--- config.mk ---
export PLATFORM = sky130hd
export DESIGN_NAME = fetch_stage
export DESIGN_NICKNAME = d
export VERILOG_FILES = /design/src/rtl/fetch_stage_pkg.sv /design/src/rtl/fetch_stage.sv
export SDC_FILE = /design/constraint.sdc
export NUM_CORES = 1
export LEC_CHECK = 0
export CAP_MARGIN = 40
export CORE_ASPECT_RATIO = 1.5
export CORE_UTILIZATION = 51
export DETAILED_ROUTE_END_ITERATION = 12
export PLACE_DENSITY = 0.81
export SYNTH_ARGS = -nofsm -noshare
export SYNTH_HDL_FRONTEND = slang
export SYNTH_SLANG_ARGS = --single-unit
--- constraint.sdc ---
create_clock -name i_decode_clk -period 6 [get_ports i_decode_clk]
set_input_delay 1.2 -clock i_decode_clk [delete_from_list [all_inputs] [get_ports i_decode_clk]]
set_output_delay 1.2 -clock i_decode_clk [all_outputs]
set_load 0.01 [all_outputs]
--- src/rtl/fetch_stage_pkg.sv ---
// fetch_stage_pkg: shared pipeline constants and the fetch FSM state type.
//   NOP_INST         - canonical bubble instruction (addi x0, x0, 0)
//   DEFAULT_RESET_PC - PC loaded on reset unless overridden
//   fetch_state_t    - fetch FSM states
package fetch_stage_pkg;
    localparam logic [31:0] NOP_INST         = 32'h0000_0013;
    localparam logic [31:0] DEFAULT_RESET_PC = 32'h0000_0000;
    typedef enum logic [1:0] {
        S_REQ  = 2'd0,
        S_WAIT = 2'd1,
        S_HOLD = 2'd2,
        S_DROP = 2'd3
    } fetch_state_t;
endpackage

--- src/rtl/fetch_stage.sv ---
// fetch_stage: instruction fetch with one outstanding memory read and an IF/ID register.
//   i_decode_clk / i_decode_reset - clock, asynchronous active-high reset
//   i_fetch_stall                 - freeze IF/ID (response parked in a hold buffer)
//   i_fetch_flush / i_fetch_redirect_pc - redirect PC, kill in-flight fetch
//   o_imem_req / o_imem_addr      - one-cycle read request at pc
//   i_imem_rvalid / i_imem_rdata  - read response
//   o_fetch_pc / o_fetch_inst / o_fetch_valid - IF/ID register to decode
module fetch_stage
    import fetch_stage_pkg::*;
#(
    parameter logic [31:0] RESET_PC = DEFAULT_RESET_PC
) (
    input  logic        i_decode_clk,
    input  logic        i_decode_reset,
    input  logic        i_fetch_stall,
    input  logic        i_fetch_flush,
    input  logic [31:0] i_fetch_redirect_pc,
    output logic        o_imem_req,
    output logic [31:0] o_imem_addr,
    input  logic        i_imem_rvalid,
    input  logic [31:0] i_imem_rdata,
    output logic [31:0] o_fetch_pc,
    output logic [31:0] o_fetch_inst,
    output logic        o_fetch_valid
);
    fetch_state_t state, state_d;
    logic [31:0]  pc, pc_d, hold_pc, hold_pc_d, hold_inst, hold_inst_d;
    logic [31:0]  id_pc, id_pc_d, id_inst, id_inst_d;
    logic         id_valid, id_valid_d, deliver;

    // An instruction reaches IF/ID this edge either straight from memory or from the hold buffer.
    assign deliver = !i_fetch_stall && ((state == S_WAIT && i_imem_rvalid) || state == S_HOLD);

    always_comb begin
        state_d     = state;
        pc_d        = pc;
        hold_pc_d   = hold_pc;
        hold_inst_d = hold_inst;
        id_pc_d     = id_pc;
        id_inst_d   = id_inst;
        id_valid_d  = id_valid;
        if (i_fetch_flush) begin
            pc_d       = i_fetch_redirect_pc;
            id_pc_d    = 32'h0;
            id_inst_d  = NOP_INST;
            id_valid_d = 1'b0;
            // A response still owed by memory must be swallowed in S_DROP; otherwise refetch at once.
            state_d    = (state == S_REQ || (state != S_HOLD && !i_imem_rvalid)) ? S_DROP : S_REQ;
        end else begin
            case (state)
                S_REQ:  state_d = S_WAIT;
                S_WAIT: if (i_imem_rvalid) begin
                    state_d = i_fetch_stall ? S_HOLD : S_REQ;
                    if (i_fetch_stall) begin
                        hold_pc_d   = pc;
                        hold_inst_d = i_imem_rdata;
                    end
                end
                S_HOLD: if (!i_fetch_stall) state_d = S_REQ;
                S_DROP: if (i_imem_rvalid) state_d = S_REQ;
                default: state_d = S_REQ;
            endcase
            if (!i_fetch_stall) begin
                id_valid_d = deliver;
                id_pc_d    = state == S_HOLD ? hold_pc : deliver ? pc : id_pc;
                id_inst_d  = state == S_HOLD ? hold_inst : deliver ? i_imem_rdata : NOP_INST;
                if (deliver) pc_d = pc + 32'd4;
            end
        end
    end

    always_ff @(posedge i_decode_clk or posedge i_decode_reset) begin
        if (i_decode_reset) begin
            state     <= S_REQ;
            pc        <= RESET_PC;
            hold_pc   <= 32'h0;
            hold_inst <= 32'h0;
            id_pc     <= 32'h0;
            id_inst   <= NOP_INST;
            id_valid  <= 1'b0;
        end else begin
            state     <= state_d;
            pc        <= pc_d;
            hold_pc   <= hold_pc_d;
            hold_inst <= hold_inst_d;
            id_pc     <= id_pc_d;
            id_inst   <= id_inst_d;
            id_valid  <= id_valid_d;
        end
    end

    // Gated by reset so an abandoned request is never presented while reset is held.
    assign o_imem_req    = state == S_REQ && !i_decode_reset;
    assign o_imem_addr   = pc;
    assign o_fetch_pc    = id_pc;
    assign o_fetch_inst  = id_inst;
    assign o_fetch_valid = id_valid;
endmodule
==> impl_metrics.tcl <==
set metrics [dict create \
    worstSetupPathType "input pin to register" \
    hp-class "register to register" \
    crit_path_start_kind "input pin" \
    place_area_sq_mm 0.00941 \
    synth_ff_type "dfrtp_1" \
    ff_latch_area_sq_mm 0.00408 \
    cp_top_family "simple AND/OR/NAND/NOR gates" \
    routedWlPerCell_microns 18.7 \
    cts.repair.resized 0 \
    hold_ws_ns 0.506 \
    yosys.cell_types.count 49 \
    clk_pin_slew_ns 0.07 \
    io_buffers 166 \
    wirelength_microns 19800 \
    clk-insertion-delay-late_ns 0.42 \
    viasPerCell 6.07 \
    skew_ns 0.0104 \
    grt_pass1_vias 6592 \
    netlist_instances 715 \
    yosysSeqAreaShare_pct 54.0 \
    crit_fanout 30 \
    grt_usage_pct 27.4 \
    dpl.hpwl_microns 13300 \
    nFillCells 1052 \
    synthAdderAreaFrac_pct 0.166 \
    die_area_sq_mm 0.0153 \
    synth_warnings 0 \
    final_net_count 921 \
    rsz0062_at_grt "false" \
    async_flop_share_pct 100 \
    synthSimpleGateAreaFrac_pct 17.6 \
    synth_seq_cells 163 \
    synthXorXnorAreaFrac_pct 1.04 \
    post-cts-setup-buffers 0 \
    die_w_microns 101 \
    vdd_drop_max_uv 276 \
    drtIter0Drc 380 \
    cts_buffer_depth 2 \
    p_leak_nw 3.99 \
    grt_pass1_wl_microns 32200 \
    crit_buf_inv 2 \
    worst-slew-pin-transition_ns 0.869 \
    antenna_left 0 \
    end_kind "register" \
    drcViolationCount 0 \
    io_pins 167 \
    muxShareOfSynthArea_pct 9.97 \
    max-cap-violations 0 \
    row_count 54 \
    finalSetupTns_ns 0 \
    holdBufCountCts 0 \
    max_stage_delay_ns 0.89 \
    cts_max_level 4 \
    numCtsBuffers 17 \
    maxSlewHeadroom_pct 41.9 \
    final_max_slew_viol_count 0 \
    timing.fmax_mhz 269 \
    final_cells 1060 \
    avgSynthCellArea_sq_um 10.6 \
    status "completed" \
    syn2layout_area_growth_pct 31.7 \
    synth_compound_area_share_pct 13.6 \
    cp.arrival_ns 4.03 \
    drive_gt1_share_pct 14.4 \
    grt_overflow 0 \
    cp_slowest_cell "nor2_4" \
    design.core.area_sq_mm 0.0145 \
    die_h_microns 151 \
    finalWeightedCongestion 0.839 \
    antenna_found_initial 0 \
    finalSetupViolCount 0 \
    post-route-min-period_ns 3.72 \
    num_vias 6432 \
    synth_top_family_by_area "simple AND/OR/NAND/NOR gates" \
    start_util_pct 52.0 \
    dp.cells 1028 \
    drt-pass1-iter-count 5 \
    synth_area_sq_mm 0.00756 \
    p_per_area_mw_per_mm2 387 \
    period_share_pct 62.0 \
    synth_edf_count 0 \
    cp_cell_sequence "clkdlybuf4s50_1, nand3b_1, nor2_4, buf_4, mux2_2" \
    cts_sinks 163 \
    clockRootBuffer "clkbuf_16" \
    hold_violations 0 \
    crit_required_ns 6.30 \
    grt_max_degree 70 \
    cts_tree "done" \
    syn-num-nets 785 \
    fin_area_sq_mm 0.00996 \
    antenna_cells 0 \
    multi_input_area_sq_mm 0.00323 \
]
routing by layer:
metal / GRT usage [%] / vias up / part of all wire [%]
met4: 14.9 / 0 / 3.3
met5: 0 / - / 0
met2: 46.3 / 278 / 52
met3: 6.18 / 56 / 7.0
li1: - / 2900 / -
met1: 32.1 / 3198 / 38
layout make-up:
type,instances,share of cell area [%]
sequential,163,41.0
multi-input combinational,482,32.5
timing repair buffer,179,18.2
clock buffer,20,4.69
tap,196,2.46
clock inverter,12,0.829
inverter,8,0.352
placed cells by master, fill, tap and decap left out, types with 4 or more instances in the layout:
master / synthesis / final
or3_1: 4 / 4
a221oi_1: 29 / 29
nand4_1: 10 / 10
a31oi_1: 13 / 13
nor3_1: 31 / 31
clkinv_2: 0 / 5
a311oi_1: 32 / 32
nand2_1: 89 / 89
clkbuf_16: 0 / 17
or4_1: 14 / 14
a211oi_1: 4 / 4
o211ai_1: 5 / 5
o31ai_1: 9 / 9
and3_1: 5 / 5
nand3_1: 17 / 17
a21oi_1: 7 / 6
o21ai_0: 19 / 19
mux2_2: 66 / 66
inv_1: 8 / 7
nor2_1: 50 / 49
buf_4: 0 / 11
xnor2_1: 8 / 8
dfrtp_1: 160 / 160
nor2b_1: 33 / 32
clkdlybuf4s50_1: 0 / 164
stage by stage:
step | setup slack [ns] | power, W | utilization (%)
2_1_floorplan | 0.400 | 0.00233 | -
3_3_place_gp | 1.89 | 0.00276 | 64.1
3_5_place_dp | 1.85 | 0.00286 | 64.8
4_1_cts | 2.29 | 0.00387 | 68.5
5_1_grt | 2.08 | 0.00407 | 68.5
6_report | 2.28 | 0.00386 | 68.5
power by group:
part           internal [W]  leakage, nW  switching [W]
combinational      0.000610         1.70       0.000574
clock              0.000561        0.268       0.000449
sequential          0.00143         2.02       0.000236
cell families after synthesis:
| group | after synthesis |
|---|---|
| AOI/OAI and AO/OA | 135 |
| xor gates and xnor gates | 9 |
| adders and majority gates | 1 |
| buffers and inverters | 70 |
| DFF | 163 |
| muxes | 67 |
| and+or+nand+nor | 270 |
worst paths after layout:
kind	start	end	slack [ns]	depth (start not counted)
max	i_imem_rvalid	hold_inst[5]$_DFFE_PP0P_	2.28	5
min	hold_pc[18]$_DFFE_PP0P_	hold_pc[18]$_DFFE_PP0P_	0.51	1
max reg2reg	state[1]$_DFFE_PP0P_	hold_inst[5]$_DFFE_PP0P_	3.01	4
min reg2reg	hold_pc[18]$_DFFE_PP0P_	hold_pc[18]$_DFFE_PP0P_	0.51	1
max in group asynchronous	i_decode_reset	o_fetch_pc[6]$_DFFE_PP0P_	3.62	3
min in group asynchronous	i_decode_reset	o_imem_addr[15]$_DFFE_PP0P_	1.28	2
registers in the layout (all words and copies together) (netlist names):
register and flops:
hold_inst 32, hold_pc 32, o_fetch_inst 32, o_fetch_pc 32, o_imem_addr 32, state 2
o_fetch_valid 1
cell usage after synthesis, types with 2 or more instances:
library cell,n,area share [%]
o32ai_1,3,0.35
nand3_1,17,1.1
a2111o_1,2,0.30
a31oi_1,13,1.1
o21ai_0,19,1.3
inv_1,8,0.40
clkbuf_1,55,2.7
a311oi_1,32,3.7
and3_1,5,0.41
dfrtp_1,160,53
a22o_1,2,0.23
a221oi_1,29,3.4
o31ai_1,9,0.89
and2_1,2,0.17
a2111oi_0,2,0.23
nand4_1,10,0.83
buf_1,5,0.25
xnor2_1,8,0.93
dfstp_2,3,1.0
or3_1,4,0.33
o211ai_1,5,0.50
nand3b_1,3,0.30
nor2b_1,33,2.7
a211oi_1,4,0.40
and3b_1,2,0.23
nor3_1,31,2.1
nor4_1,3,0.25
mux2_2,66,9.8
nor2_1,50,2.5
a21oi_1,7,0.46
nand2_1,89,4.4
o31a_1,2,0.23
or4_1,14,1.4
nand2b_1,3,0.25
Power figures use the tool's default switching activity.
